`config.mk`:
```
export PLATFORM = sky130hd
export DESIGN_NAME = onehot_scan_decoder_flat
export DESIGN_NICKNAME = d
export VERILOG_FILES = /design/src/rtl/onehot_scan_decoder_pkg.sv /design/src/rtl/onehot_scan_decoder_if.sv /design/src/rtl/onehot_scan_decoder_scan_tick_gen.sv /design/src/rtl/onehot_scan_decoder.sv /design/src/flat_wrapper.sv
export SDC_FILE = /design/constraint.sdc
export NUM_CORES = 1
export LEC_CHECK = 0
export BUFFER_PORTS_ARGS = -buffer_cell sky130_fd_sc_hd__buf_4
export CORE_ASPECT_RATIO = 1.5
export CORE_MARGIN = 3
export CORE_UTILIZATION = 57
export DETAILED_ROUTE_END_ITERATION = 7
export GPL_TIMING_DRIVEN = 0
export PLACE_DENSITY = 0.83
export SLEW_MARGIN = 20
export SYNTH_ARGS = -nofsm -noshare
export SYNTH_HDL_FRONTEND = slang
export SYNTH_SLANG_ARGS = --single-unit
export TNS_END_PERCENT = 20
```
`constraint.sdc`:
```
create_clock -name clk -period 2.42 [get_ports clk]
set_input_delay 0.605 -clock clk [delete_from_list [all_inputs] [get_ports clk]]
set_output_delay 0.605 -clock clk [all_outputs]
set_load 0.05 [all_outputs]
```
`src/rtl/onehot_scan_decoder_pkg.sv`:
```
// Shared definitions for the one-hot scan decoder: mode encodings and FSM states.
package onehot_scan_pkg;

    // Encoding of the mode input.
    localparam logic MODE_DIRECT = 1'b0;
    localparam logic MODE_SCAN   = 1'b1;

    // Top-level operating state.
    typedef enum logic [1:0] {
        IDLE   = 2'd0,
        DIRECT = 2'd1,
        SCAN   = 2'd2
    } state_e;

endpackage

```
`src/rtl/onehot_scan_decoder_if.sv`:
```
// Control and result bundle of the one-hot scan decoder.
// The master drives the controls; the slave (the decoder) drives the results.
interface onehot_scan_decoder_if #(
    parameter int unsigned SEL_W   = 2,
    parameter int unsigned NUM_OUT = 2 ** SEL_W,
    parameter int unsigned DWELL_W = 8
);

    // Controls
    logic               en;
    logic               mode;
    logic [SEL_W-1:0]   din;
    logic [DWELL_W-1:0] dwell;

    // Registered results
    logic [NUM_OUT-1:0] dout;
    logic [SEL_W-1:0]   idx;
    logic               valid;
    logic               wrap;
    logic               err;

    modport master (
        output en,
        output mode,
        output din,
        output dwell,
        input  dout,
        input  idx,
        input  valid,
        input  wrap,
        input  err
    );

    modport slave (
        input  en,
        input  mode,
        input  din,
        input  dwell,
        output dout,
        output idx,
        output valid,
        output wrap,
        output err
    );

endinterface

```
`src/rtl/onehot_scan_decoder_scan_tick_gen.sv`:
```
// Dwell down-counter for the scan walker. Emits a one-cycle advance tick when
// the count reads zero while running, and reloads from the live dwell value then.
module scan_tick_gen #(
    parameter int unsigned DWELL_W = 8
) (
    input  logic               clk,
    input  logic               rst,
    input  logic               restart,   // scan entry: load dwell, no tick
    input  logic               run,       // scan in progress
    input  logic [DWELL_W-1:0] dwell,
    output logic               tick
);

    logic [DWELL_W-1:0] count_q;

    // The tick is qualified by run so a stale zero never advances on entry.
    assign tick = run && (count_q == '0);

    // Dwell counter: load on entry, count down while running, reload on expiry.
    // A dwell change is only sampled at a load, never applied to a running count.
    always_ff @(posedge clk or posedge rst) begin
        if (rst) begin
            count_q <= '0;
        end else if (restart) begin
            count_q <= dwell;
        end else if (run) begin
            if (count_q == '0) begin
                count_q <= dwell;
            end else begin
                count_q <= count_q - DWELL_W'(1);
            end
        end
    end

endmodule

```
`src/rtl/onehot_scan_decoder.sv`:
```
// Registered one-hot decoder with a direct-decode mode and an autonomous scan
// mode that walks a single active line across NUM_OUT outputs.
module onehot_scan_decoder
    import onehot_scan_pkg::*;
#(
    parameter int unsigned SEL_W   = 2,
    parameter int unsigned NUM_OUT = 2 ** SEL_W,
    parameter int unsigned DWELL_W = 8
) (
    input logic                  clk,
    input logic                  rst,
    onehot_scan_decoder_if.slave bus
);

    // Comparison constants sized to the select width.
    localparam logic [SEL_W:0]   NUM_OUT_EXT = (SEL_W + 1)'(NUM_OUT);
    localparam logic [SEL_W-1:0] LAST_IDX    = SEL_W'(NUM_OUT - 1);

    state_e             state_q;
    logic [NUM_OUT-1:0] dout_q;
    logic [SEL_W-1:0]   idx_q;
    logic               valid_q;
    logic               wrap_q;
    logic               err_q;

    logic               scan_sel;
    logic               scan_entry;
    logic               scan_run;
    logic               tick;
    logic               din_ok;
    logic               last_idx;
    logic [SEL_W-1:0]   idx_next;
    logic [NUM_OUT-1:0] din_onehot;
    logic [NUM_OUT-1:0] next_onehot;

    // Entry covers IDLE->SCAN and DIRECT->SCAN, including the first edge after reset.
    assign scan_sel   = bus.en && (bus.mode == MODE_SCAN);
    assign scan_entry = scan_sel && (state_q != SCAN);
    assign scan_run   = scan_sel && (state_q == SCAN);

    scan_tick_gen #(
        .DWELL_W (DWELL_W)
    ) u_scan_tick_gen (
        .clk     (clk),
        .rst     (rst),
        .restart (scan_entry),
        .run     (scan_run),
        .dwell   (bus.dwell),
        .tick    (tick)
    );

    // Range check of the direct select; NUM_OUT may be below 2**SEL_W.
    assign din_ok = ({1'b0, bus.din} < NUM_OUT_EXT);

    // Next scan position, wrapping at the last implemented output.
    always_comb begin
        last_idx = (idx_q == LAST_IDX);
        idx_next = last_idx ? '0 : idx_q + SEL_W'(1);
    end

    // One-hot decode of the direct select and of the next scan position.
    always_comb begin
        din_onehot  = '0;
        next_onehot = '0;
        for (int unsigned i = 0; i < NUM_OUT; i++) begin
            din_onehot[i]  = (bus.din == SEL_W'(i));
            next_onehot[i] = (idx_next == SEL_W'(i));
        end
    end

    // State register and all registered outputs.
    always_ff @(posedge clk or posedge rst) begin
        if (rst) begin
            state_q <= IDLE;
            dout_q  <= '0;
            idx_q   <= '0;
            valid_q <= 1'b0;
            wrap_q  <= 1'b0;
            err_q   <= 1'b0;
        end else if (!bus.en) begin
            // idx is deliberately left holding its last value.
            state_q <= IDLE;
            dout_q  <= '0;
            valid_q <= 1'b0;
            wrap_q  <= 1'b0;
            err_q   <= 1'b0;
        end else if (bus.mode == MODE_DIRECT) begin
            state_q <= DIRECT;
            wrap_q  <= 1'b0;
            if (din_ok) begin
                dout_q  <= din_onehot;
                idx_q   <= bus.din;
                valid_q <= 1'b1;
                err_q   <= 1'b0;
            end else begin
                dout_q  <= '0;
                valid_q <= 1'b0;
                err_q   <= 1'b1;
            end
        end else begin
            state_q <= SCAN;
            valid_q <= 1'b1;
            err_q   <= 1'b0;
            if (state_q != SCAN) begin
                idx_q  <= '0;
                dout_q <= NUM_OUT'(1);
                wrap_q <= 1'b0;
            end else if (tick) begin
                idx_q  <= idx_next;
                dout_q <= next_onehot;
                wrap_q <= last_idx;
            end else begin
                wrap_q <= 1'b0;
            end
        end
    end

    assign bus.dout  = dout_q;
    assign bus.idx   = idx_q;
    assign bus.valid = valid_q;
    assign bus.wrap  = wrap_q;
    assign bus.err   = err_q;

endmodule

```
`src/flat_wrapper.sv`:
```
// flat-port wrapper written by rule: the top's interface ports become plain ports
module onehot_scan_decoder_flat import onehot_scan_pkg::*;
#(
    parameter int unsigned SEL_W   = 2,
    parameter int unsigned NUM_OUT = 2 ** SEL_W,
    parameter int unsigned DWELL_W = 8
)
  (clk, rst, bus_en, bus_mode, bus_din, bus_dwell, bus_dout, bus_idx, bus_valid, bus_wrap, bus_err);
  onehot_scan_decoder_if #(.SEL_W(SEL_W), .NUM_OUT(NUM_OUT), .DWELL_W(DWELL_W)) bus_i ();
  input logic clk;
  input logic rst;
  input wire logic [$bits(bus_i.en)-1:0] bus_en;
  input wire logic [$bits(bus_i.mode)-1:0] bus_mode;
  input wire logic [$bits(bus_i.din)-1:0] bus_din;
  input wire logic [$bits(bus_i.dwell)-1:0] bus_dwell;
  output wire logic [$bits(bus_i.dout)-1:0] bus_dout;
  output wire logic [$bits(bus_i.idx)-1:0] bus_idx;
  output wire logic [$bits(bus_i.valid)-1:0] bus_valid;
  output wire logic [$bits(bus_i.wrap)-1:0] bus_wrap;
  output wire logic [$bits(bus_i.err)-1:0] bus_err;
  assign bus_i.en = bus_en;
  assign bus_i.mode = bus_mode;
  assign bus_i.din = bus_din;
  assign bus_i.dwell = bus_dwell;
  assign bus_dout = bus_i.dout;
  assign bus_idx = bus_i.idx;
  assign bus_valid = bus_i.valid;
  assign bus_wrap = bus_i.wrap;
  assign bus_err = bus_i.err;
  onehot_scan_decoder #(.SEL_W(SEL_W), .NUM_OUT(NUM_OUT), .DWELL_W(DWELL_W)) u_core (.clk(clk), .rst(rst), .bus(bus_i));
endmodule
```
==> reports/metrics.yaml, run 1 <==
drive_gt1_share_pct: 25.4
crit_chain: "inv_1, ha_1, nor4b_4, nand2_1, nand2_1, mux2_1"
path_delay_family: "simple AND/OR/NAND/NOR gates"
syn_area_um2: 1110
rsz0062_at_grt: "no"
power_density_nw_per_um2: 674
path_clk_slew_ns: 0.10
finalHoldViolations: 0
area_growth_syn_to_layout_pct: 18.5
final_util_pct: 75.8
core-area_um2: 1730
start_kind: "flop"
setup_tns_ns: 0
synth_nets: 134
cts.sinks: 18
dp_cells: 155
ctsRootBufferMaster: "clkbuf_4"
p_sw_w: 0.000343
path_buf_inv: 1
gr-total-overflow: 0
h-tree-depth: 1
clkPwrFrac_pct: 16.8
yosysSeqAreaShare_pct: 40.6
drv_slew: 0
setup_violations: 0
route.vias.total: 928
final_common_cell: "buf_4"
final_nets: 160
crit_type: "reg2reg"
crit_arrival_ns: 2.04
postCtsResizedCells: 0
insertedDiodeCount: 0
detail_route.first_pass.iterations: 4
cts_tree: "done"
path_common_cell: "nand2_1"
antenna_found_initial: 0
numCtsBuffers: 3
drtIter0Drc: 9
postSynthCellCount: 114
die-area_um2: 2520
postCtsSetupRepairBufs: 0
cp_slowest_cell: "dfrtp_1"
grt_pass1_wl_um: 4130
postSynthAreaPerCell_um2: 9.74
hp-class: "in2async"
synth_cell_types: 36
timing.critical_path.fanout_max: 5
synth_edf_count: 0
ant_nets: 0
synth_top_family_by_area: "compound AO/OA/AOI/OAI gates"
sw_frac_of_total_pct: 38.8
whs_ns: 0.406
cpPeakStageDelay_ns: 0.42
ys_async_sr_fraction_pct: 100
worstSetupEndpointType: "flop"
synth_compound_area_share_pct: 20.3
grt_use_total_pct: 21.7
fin_cells: 158
fmax_ghz: 0.539
first_global_vias: 950
io_pins: 23
ys_warn_count: 0
dieWidth_um: 42.0
muxShareOfSynthArea_pct: 5.52
skew_ns: 0.00586
synthAdderAreaFrac_pct: 6.76
cts_buffer_depth: 2
synth_xor_area_share_pct: 0
clock_latency_ns: 0.29
drv_cap: 0
leakage_nw: 0.669
drc: 0
hold_buffers: 0
combPwrFrac_pct: 34.2
place.gp.congestion: 0.797
pwr-share-seq_pct: 49.0
grt_max_degree: 19
hpwlAfterDp_um: 1890
relSlewSlack_pct: 53.9
layout_common_cells: "buf_4 (22), dfrtp_1 (18), inv_1 (12)"
avgRoutedWirePerCell_um: 15.0
io_buffers: 21
synth.ff_latch_count: 18
worst_ir_drop_vdd_mv: 0.475
via_per_inst: 5.87
worstMarginPinSlew_ns: 0.690
synth-simple-area-share_pct: 20.0
synth_ff_type: "dfrtp_1"
critical_path_required_ns: 2.61
num_rows: 18
start_util_pct: 64.0
min_period_ns: 1.86
post-route-period-util_pct: 76.7
internal_power_w: 0.000543
status: "finished clean"
die_h_um: 60.0
wl_um: 2370
final cells by class:
cell class | instances | area (µm²)
inverter | 12 | 45.0
tap | 20 | 25.0
sequential | 18 | 450
buffer | 4 | 27.5
multi-input combinational | 80 | 587
timing repair buffer | 21 | 158
clock buffer | 3 | 22.5
fill | 151 | 419
routing by layer:
| metal | wire length (µm) | global-route usage [%] |
|---|---|---|
| met2 | 1320 | 42.9 |
| met4 | 43 | 8.00 |
| met1 | 903 | 23.6 |
| met3 | 103 | 2.11 |
| met5 | 0 | 0 |
state kept, by name, summed over array words and instances, names as in the netlist:
| register | cells |
|---|---|
| u_core.bus.idx | 2 |
| u_core.bus.valid | 1 |
| u_core.bus.wrap | 1 |
| u_core.bus.dout | 4 |
| u_core.state_q | 2 |
| u_core.u_scan_tick_gen.count_q | 8 |
cells in the mapped netlist, types with 2 or more instances:
cell,count,share of area [%]
dfrtp_1,18,41
inv_1,12,4.1
nand2_1,11,3.7
a2bb2oi_1,7,5.5
ha_1,6,6.8
nand3_1,6,2.7
a21oi_1,5,2.3
mux2i_1,5,4.5
o21ai_0,5,2.3
nor2_1,4,1.4
a21oi_2,3,2.4
nand4_1,3,1.7
nand3b_1,2,1.4
nor2b_1,2,1.1
o221ai_1,2,1.6
o22a_1,2,1.6
or3_1,2,1.1
logic make-up after synthesis:
kind of cell | after synthesis
and+or+nand+nor | 38
AOI/OAI and AO/OA | 29
DFF | 18
buffers and inverters | 16
muxes | 6
adders and majority gates | 6
other | 1
through the flow:
step / total power, W / setup WS (ns) / area, µm²
floorplan: 0.000651 / 0.785 / 1110
global placement: 0.000728 / 0.626 / 1290
detailed placement: 0.000743 / 0.583 / 1290
CTS: 0.000885 / 0.561 / 1320
global route: 0.000945 / 0.428 / 1320
finish: 0.000886 / 0.565 / 1320
power groups by stage:
stage | logic, W | clock network, W | registers [W]
finish | 0.000303 | 0.000149 | 0.000434
global route | 0.000337 | 0.000165 | 0.000443
CTS | 0.000305 | 0.000148 | 0.000433
detailed placement | 0.000305 | 0 | 0.000438
global placement | 0.000291 | 0 | 0.000437
floorplan | 0.000198 | 0 | 0.000453
final timing paths:
check	cells past startpoint	to	startpoint	slack (ns)
worst max register to register	6	u_core.bus.dout[0]	u_core.u_scan_tick_gen.count_q[0]	0.56
min in group clk	1	u_core.bus.valid	bus_en	0.47
max in group asynchronous	2	u_core.bus.valid	rst	1.57
worst min register to register	1	u_core.bus.dout[0]	u_core.bus.dout[0]	0.50
worst min-delay path	2	u_core.bus.dout[3]	rst	0.41
worst max-delay path	6	u_core.bus.dout[0]	u_core.u_scan_tick_gen.count_q[0]	0.56
No activity file was read; power rests on OpenSTA's default activity.
==> run 2, diff against run 1 <==
ABC_AREA = 1   (was not set)
CORE_UTILIZATION = 49   (was 57)
PLACE_DENSITY = 0.75   (was 0.83)
clock period = 1.7 ns   (was 2.42 ns; I/O delays follow)
==> run 2 against run 1 <==
Net effect: largest power group is now combinational cells; first-iteration DRC count grew to 3.4 times the previous value; critical path depth increased by 1; cell area increased by 7.5%; via count increased by 14%; critical endpoint is now u_core.u_scan_tick_gen.count_q[6]; non-clock buffer count decreased by 2; fmax up 19%; wire length rose by 2.7%; global-route usage fell by 3.5 points; power increased by 68%; die area grew 22%; sequential power increased by 40%.
==> reports/metrics.yaml, run 2 <==
min_period_ns: 1.55  # -0.303 ns
crit_arrival_ns: 1.75  # -0.29 ns
critical_path_required_ns: 1.89  # -0.72 ns
antenna_found_initial: 0  # unchanged
ctsRootBufferMaster: "clkbuf_4"
avgRoutedWirePerCell_um: 12.1  # -19%
ant_nets: 0  # unchanged
insertedDiodeCount: 0  # unchanged
final_nets: 198  # +24%
postCtsResizedCells: 0  # unchanged
drc: 0  # unchanged
synth_top_area_share_pct: 37.6  # -3.0 points
layout_common_cells: "nand2_1 (37), inv_1 (23), buf_4 (22)"
grt_max_degree: 19  # unchanged
wl_um: 2430  # +2.7%
setup_tns_ns: 0  # unchanged
combPwrFrac_pct: 41.3  # +7.1 points
post-route-period-util_pct: 91.3  # +15 points
numCtsBuffers: 3  # unchanged
cts.sinks: 18  # unchanged
final_common_cell: "nand2_1"
io_buffers: 20  # -4.8%
hp-class: "in2async"
syn_area_um2: 1200  # +8.0%
ys_async_sr_fraction_pct: 100  # unchanged
synth_cell_types: 29  # -19%
detail_route.first_pass.iterations: 4  # unchanged
synthTopCellsByArea: "dfrtp_1 (38%), nand2_1 (12%), inv_1 (7.2%), nand3_1 (6.7%), ha_1 (6.3%)"
core-area_um2: 2290  # +32%
synth_edf_count: 0  # unchanged
worst_ir_drop_vdd_mv: 0.736  # +55%
clkPwrFrac_pct: 18.0  # +1.2 points
place.gp.congestion: 0.892  # +12%
r2r_setup_slack_ns: 0.15  # -0.42 ns
worstMarginPinSlew_ns: 0.700  # +0.00969 ns
setup_violations: 0  # unchanged
relSlewSlack_pct: 53.3  # -0.65 points
yosysMostFrequentCell: "nand2_1"
hpwlAfterDp_um: 1820  # -3.5%
cts_buffer_depth: 2  # unchanged
postCtsSetupRepairBufs: 0  # unchanged
hold_buffers: 0  # unchanged
largest_reg_flops: 8  # unchanged
io_pins: 23  # unchanged
path_clk_slew_ns: 0.11  # about the same
drv_slew: 0  # unchanged
worstSetupEndpointType: "flop"
skew_ns: 0.00430  # -0.00156 ns
pwr-share-seq_pct: 40.7  # -8.3 points
timing.critical_path.fanout_max: 7  # +2
first_global_vias: 989  # +4.1%
fmax_ghz: 0.644  # +19%
yosys.area.top_type: "dfrtp_1"
finalHoldViolations: 0  # unchanged
rsz0062_at_grt: "no"
num_rows: 21  # +3
h-tree-depth: 1  # unchanged
postSynthCellCount: 153  # +34%
route.vias.total: 1059  # +14%
place_area_um2: 1380  # +6.6%
regMostFlops: "u_core.u_scan_tick_gen.count_q"
yosysSeqAreaShare_pct: 37.6  # -3.0 points
die_h_um: 66.6  # +11%
ys_warn_count: 0  # unchanged
r2r_cells: 7  # +1
start_kind: "flop"
leakage_nw: 0.792  # +19%
area_growth_syn_to_layout_pct: 18.0
sw_frac_of_total_pct: 41.5  # +2.8 points
internal_power_w: 0.000870  # +60%
drtIter0Drc: 31  # +22
clock_latency_ns: 0.29  # about the same
drive_gt1_share_pct: 25.4  # +0.061 points
whs_ns: 0.231  # -0.174 ns
synth_ff_type: "dfrtp_1"
synth_nets: 173  # +29%
via_per_inst: 5.30  # -9.8%
reg2reg_from: "u_core.u_scan_tick_gen.count_q[0]"
crit_type: "reg2reg"
grt_use_total_pct: 18.2  # -3.5 points
synth_common_cells: "nand2_1 (37), inv_1 (23), dfrtp_1 (18), nand3_1 (16), nor2_1 (13)"
gr-total-overflow: 0  # unchanged
drv_cap: 0  # unchanged
power_density_nw_per_um2: 1050  # +56%
die-area_um2: 3090  # +22%
postSynthAreaPerCell_um2: 7.83  # -20%
p_sw_w: 0.000618  # +80%
status: "finished clean"
grt_pass1_wl_um: 4140  # +0.17%
final_area_um2: 1410  # +7.5%
start_util_pct: 52.4  # -12 points
r2r_end: "u_core.u_scan_tick_gen.count_q[6]"
dieWidth_um: 46.4  # +10%
synth.ff_latch_count: 18  # unchanged
cts_tree: "done"
run 2: changes by cell type in the layout (fill, tap and decap cells not counted), sizes merged, moves of 3 or more:
cell,previous run,this run
a21oi,8,1
a2bb2oi,7,0
inv,12,26
mux2i,5,0
nand2,11,41
nand3,6,19
nor2,5,17
o21ai,5,8
run 2: kinds of logic after synthesis:
family / after synthesis / share of synthesized area [%]
compound gates: 16 / 9.08
xor+xnor: 2 / 1.46
fa+ha+maj: 6 / 6.26
buf+inv: 29 / 10.8
flops: 18 / 37.6
other cells: 1 / 0.313
simple gates: 81 / 34.6
run 2: area by class of cell:
| cell class | count | area [µm²] |
|---|---|---|
| Tap cell | 23 | 28.8 |
| Timing Repair Buffer | 20 | 150 |
| Buffer | 3 | 26.3 |
| Inverter | 26 | 103 |
| Sequential cell | 18 | 450 |
| Fill cell | 206 | 872 |
| Clock buffer | 4 | 36.3 |
| Multi-Input combinational cell | 106 | 619 |
run 2: power groups by stage:
| stage | registers [W] | logic [W] | clock network (W) |
|---|---|---|---|
| after floorplan | 0.000639 | 0.000441 | 0 |
| after global placement | 0.000610 | 0.000591 | 0 |
| after detailed placement | 0.000611 | 0.000610 | 0 |
| after global routing | 0.000623 | 0.000698 | 0.000298 |
| after CTS | 0.000605 | 0.000617 | 0.000277 |
| final | 0.000606 | 0.000615 | 0.000268 |
run 2: critical path: stages, from the launching register on:
cell,delay [ns]
dfrtp_1,0.39
inv_1,0.17
ha_1,0.17
nand2_1,0.14
o21ai_2,0.34
nand2_1,0.10
nand3_1,0.09
nand2_1,0.05
run 2: worst max-delay path by stage:
stage                                       from                           endpoint  slack, ns  depth (start not counted)
2_1_floorplan                  u_core.bus.idx[0]                  u_core.bus.idx[1]       0.15                          5
3_3_place_gp   u_core.u_scan_tick_gen.count_q[0]  u_core.u_scan_tick_gen.count_q[2]       0.18                          7
3_5_place_dp   u_core.u_scan_tick_gen.count_q[0]  u_core.u_scan_tick_gen.count_q[3]       0.16                          7
4_1_cts        u_core.u_scan_tick_gen.count_q[0]  u_core.u_scan_tick_gen.count_q[2]       0.14                          7
5_1_grt        u_core.u_scan_tick_gen.count_q[0]  u_core.u_scan_tick_gen.count_q[3]      0.008                          7
6_report       u_core.u_scan_tick_gen.count_q[0]  u_core.u_scan_tick_gen.count_q[6]       0.15                          7
run 2: per-stage QoR:
step | setup WS, ns | total power, W | cells | utilization (%)
5_1_grt | 0.00758 | 0.00162 | 200 | 61.9
3_3_place_gp | 0.182 | 0.00120 | 196 | 60.3
4_1_cts | 0.145 | 0.00150 | 200 | 61.9
6_report | 0.147 | 0.00149 | 200 | 61.9
3_5_place_dp | 0.157 | 0.00122 | 196 | 60.3
2_1_floorplan | 0.154 | 0.00108 | 153 | -
run 2: routing by layer:
metal	share of wire (%)	GRT usage, %
met5	0	0
met4	0.78	6.05
met3	5.4	2.43
met2	55	34.0
met1	39	19.8
==> run 3, diff against run 2 <==
BUFFER_PORTS_ARGS = -buffer_cell sky130_fd_sc_hd__buf_2   (was -buffer_cell sky130_fd_sc_hd__buf_4)
HOLD_SLACK_MARGIN = 0.08   (was not set)
==> run 3 against run 2 <==
Net effect: clock power about the same; fmax down 1.2%; global-route usage is 0.54 points lower; utilization is 1.9 points lower; combinational power decreased by 2%; sequential share of layout area grew 0.99 points; largest cell class unchanged; highest routed layer unchanged; sequential cell count did not move.
==> reports/metrics.yaml, run 3 (synthesis results as in run 2) <==
dieWidth_um: 46.4  # unchanged
power_w: 0.00147  # -1.3%
insertedDiodeCount: 0  # unchanged
ant_nets: 0  # unchanged
h-tree-depth: 1  # unchanged
io_pins: 23  # unchanged
drtIter0Drc: 22  # -29%
setup_tns_ns: 0  # unchanged
relSlewSlack_pct: 54.2  # +0.93 points
post-route-period-util_pct: 92.4  # +1.1 points
via_per_inst: 5.21  # -1.7%
gr-total-overflow: 0  # unchanged
path_clk_slew_ns: 0.10  # about the same
route.vias.total: 1041  # -1.7%
fmax_ghz: 0.636  # -1.2%
skew_ns: 0.00221  # -0.00209 ns
final_area_um2: 1370  # -3.0%
reg2reg_from: "u_core.u_scan_tick_gen.count_q[0]"
layout_common_cells: "nand2_1 (37), inv_1 (23), buf_2 (20)"
ctsRootBufferMaster: "clkbuf_4"
multiInputGateArea_um2: 627  # +1.2%
status: "finished clean"
finalHoldViolations: 0  # unchanged
cpPeakStageDelay_ns: 0.39  # about the same
drc: 0  # unchanged
fillers: 219  # +6.3%
worstSetupEndpointType: "flop"
power_density_nw_per_um2: 1070  # +1.8%
area_growth_syn_to_layout_pct: 14.4
first_global_vias: 950  # -3.9%
detail_route.first_pass.iterations: 4  # unchanged
dp_cells: 196  # unchanged
grt_max_degree: 19  # unchanged
start_util_pct: 52.4  # unchanged
rsz0062_at_grt: "no"
cts.sinks: 18  # unchanged
cts_buffer_depth: 2  # unchanged
crit_chain: "inv_1, ha_1, nand2_1, nor2_8, inv_4, nand2_4, nand3_2, o21a_1"
grt_pass1_wl_um: 4050  # -2.2%
drive_gt1_share_pct: 25.4  # unchanged
min_period_ns: 1.57  # +0.0186 ns
hold_buffers: 0  # unchanged
die-area_um2: 3090  # unchanged
hpwlAfterDp_um: 1790  # -1.7%
critical_path_required_ns: 1.89  # about the same
timing.critical_path.fanout_max: 7  # unchanged
core-area_um2: 2290  # unchanged
leakage_nw: 0.781  # -1.5%
worstMarginPinSlew_ns: 0.686  # -0.0139 ns
place.gp.congestion: 0.851  # -4.6%
wl_um: 2320  # -4.5%
worst_ir_drop_vdd_mv: 0.736  # about the same
largest_reg_flops: 8  # unchanged
start_kind: "flop"
regMostFlops: "u_core.u_scan_tick_gen.count_q"
final_nets: 198  # unchanged
setup_violations: 0  # unchanged
drv_slew: 0  # unchanged
numCtsBuffers: 3  # unchanged
crit_arrival_ns: 1.77  # +0.02 ns
place_area_um2: 1330  # -3.6%
io_buffers: 20  # unchanged
cp_slowest_cell: "dfrtp_1"
die_h_um: 66.6  # unchanged
antenna_found_initial: 0  # unchanged
final_util_pct: 60.0  # -1.9 points
grt_use_total_pct: 17.7  # -0.54 points
fin_cells: 200  # unchanged
num_rows: 21  # unchanged
crit_type: "reg2reg"
drv_cap: 0  # unchanged
cts_tree: "done"
clock_latency_ns: 0.29  # about the same
seq_area_um2: 450  # unchanged
final_common_cell: "nand2_1"
crit_start: "u_core.u_scan_tick_gen.count_q[0]"
hp-class: "in2async"
avgRoutedWirePerCell_um: 11.6  # -4.5%
run 3: path summary, 6_finish.rpt:
kind | endpoint | slack, ns | depth (start not counted)
min in group clk | u_core.state_q[0] | 0.33 | 2
setup / recovery | u_core.bus.dout[3] | 0.13 | 8
max in group asynchronous | u_core.bus.wrap | 1.05 | 2
hold reg to reg | u_core.bus.dout[1] | 0.50 | 1
hold / removal | u_core.bus.dout[3] | 0.21 | 2
setup reg to reg | u_core.bus.dout[3] | 0.13 | 8
run 3: layout make-up:
cell class | count | area share, %
tap | 23 | 2.10
sequential | 18 | 32.8
inverter | 26 | 7.48
multi-input combinational | 106 | 45.7
buffer | 3 | 1.92
timing repair buffer | 20 | 7.30
clock buffer | 4 | 2.65
run 3: layer usage:
layer,vias up,wire length (µm),track usage [%]
met1,474,940,21.5
met3,4,109,2.43
li1,533,-,-
met2,30,1240,31.4
met5,-,0,0
met4,0,28,4.27
run 3: critical path: cells and delay by family, from the launching register on:
| kind | cells | cell delay [ns] |
|---|---|---|
| simple gates | 4 | 0.57 |
| fa+ha+maj | 1 | 0.18 |
| buf+inv | 2 | 0.23 |
| compound gates | 1 | 0.10 |
| flops | 1 | 0.39 |
run 3: power by group:
group          switching, W  total, W  internal [W]
combinational      0.000391  0.000602      0.000211
sequential        0.0000872  0.000603      0.000516
clock              0.000134  0.000265      0.000131
run 3: per-stage QoR:
stage | worst slack (ns) | hold WS [ns]
floorplan | 0.154 | 0.364
global placement | 0.181 | 0.474
detailed placement | 0.133 | 0.479
CTS | 0.0947 | 0.247
global route | 0.0139 | 0.266
finish | 0.129 | 0.214
run 3: repair_timing:
action,CTS,global route
setup endpoints to repair,0,3
hold endpoints to repair,0,0
resized for setup,0,1
buffers inserted,0,0
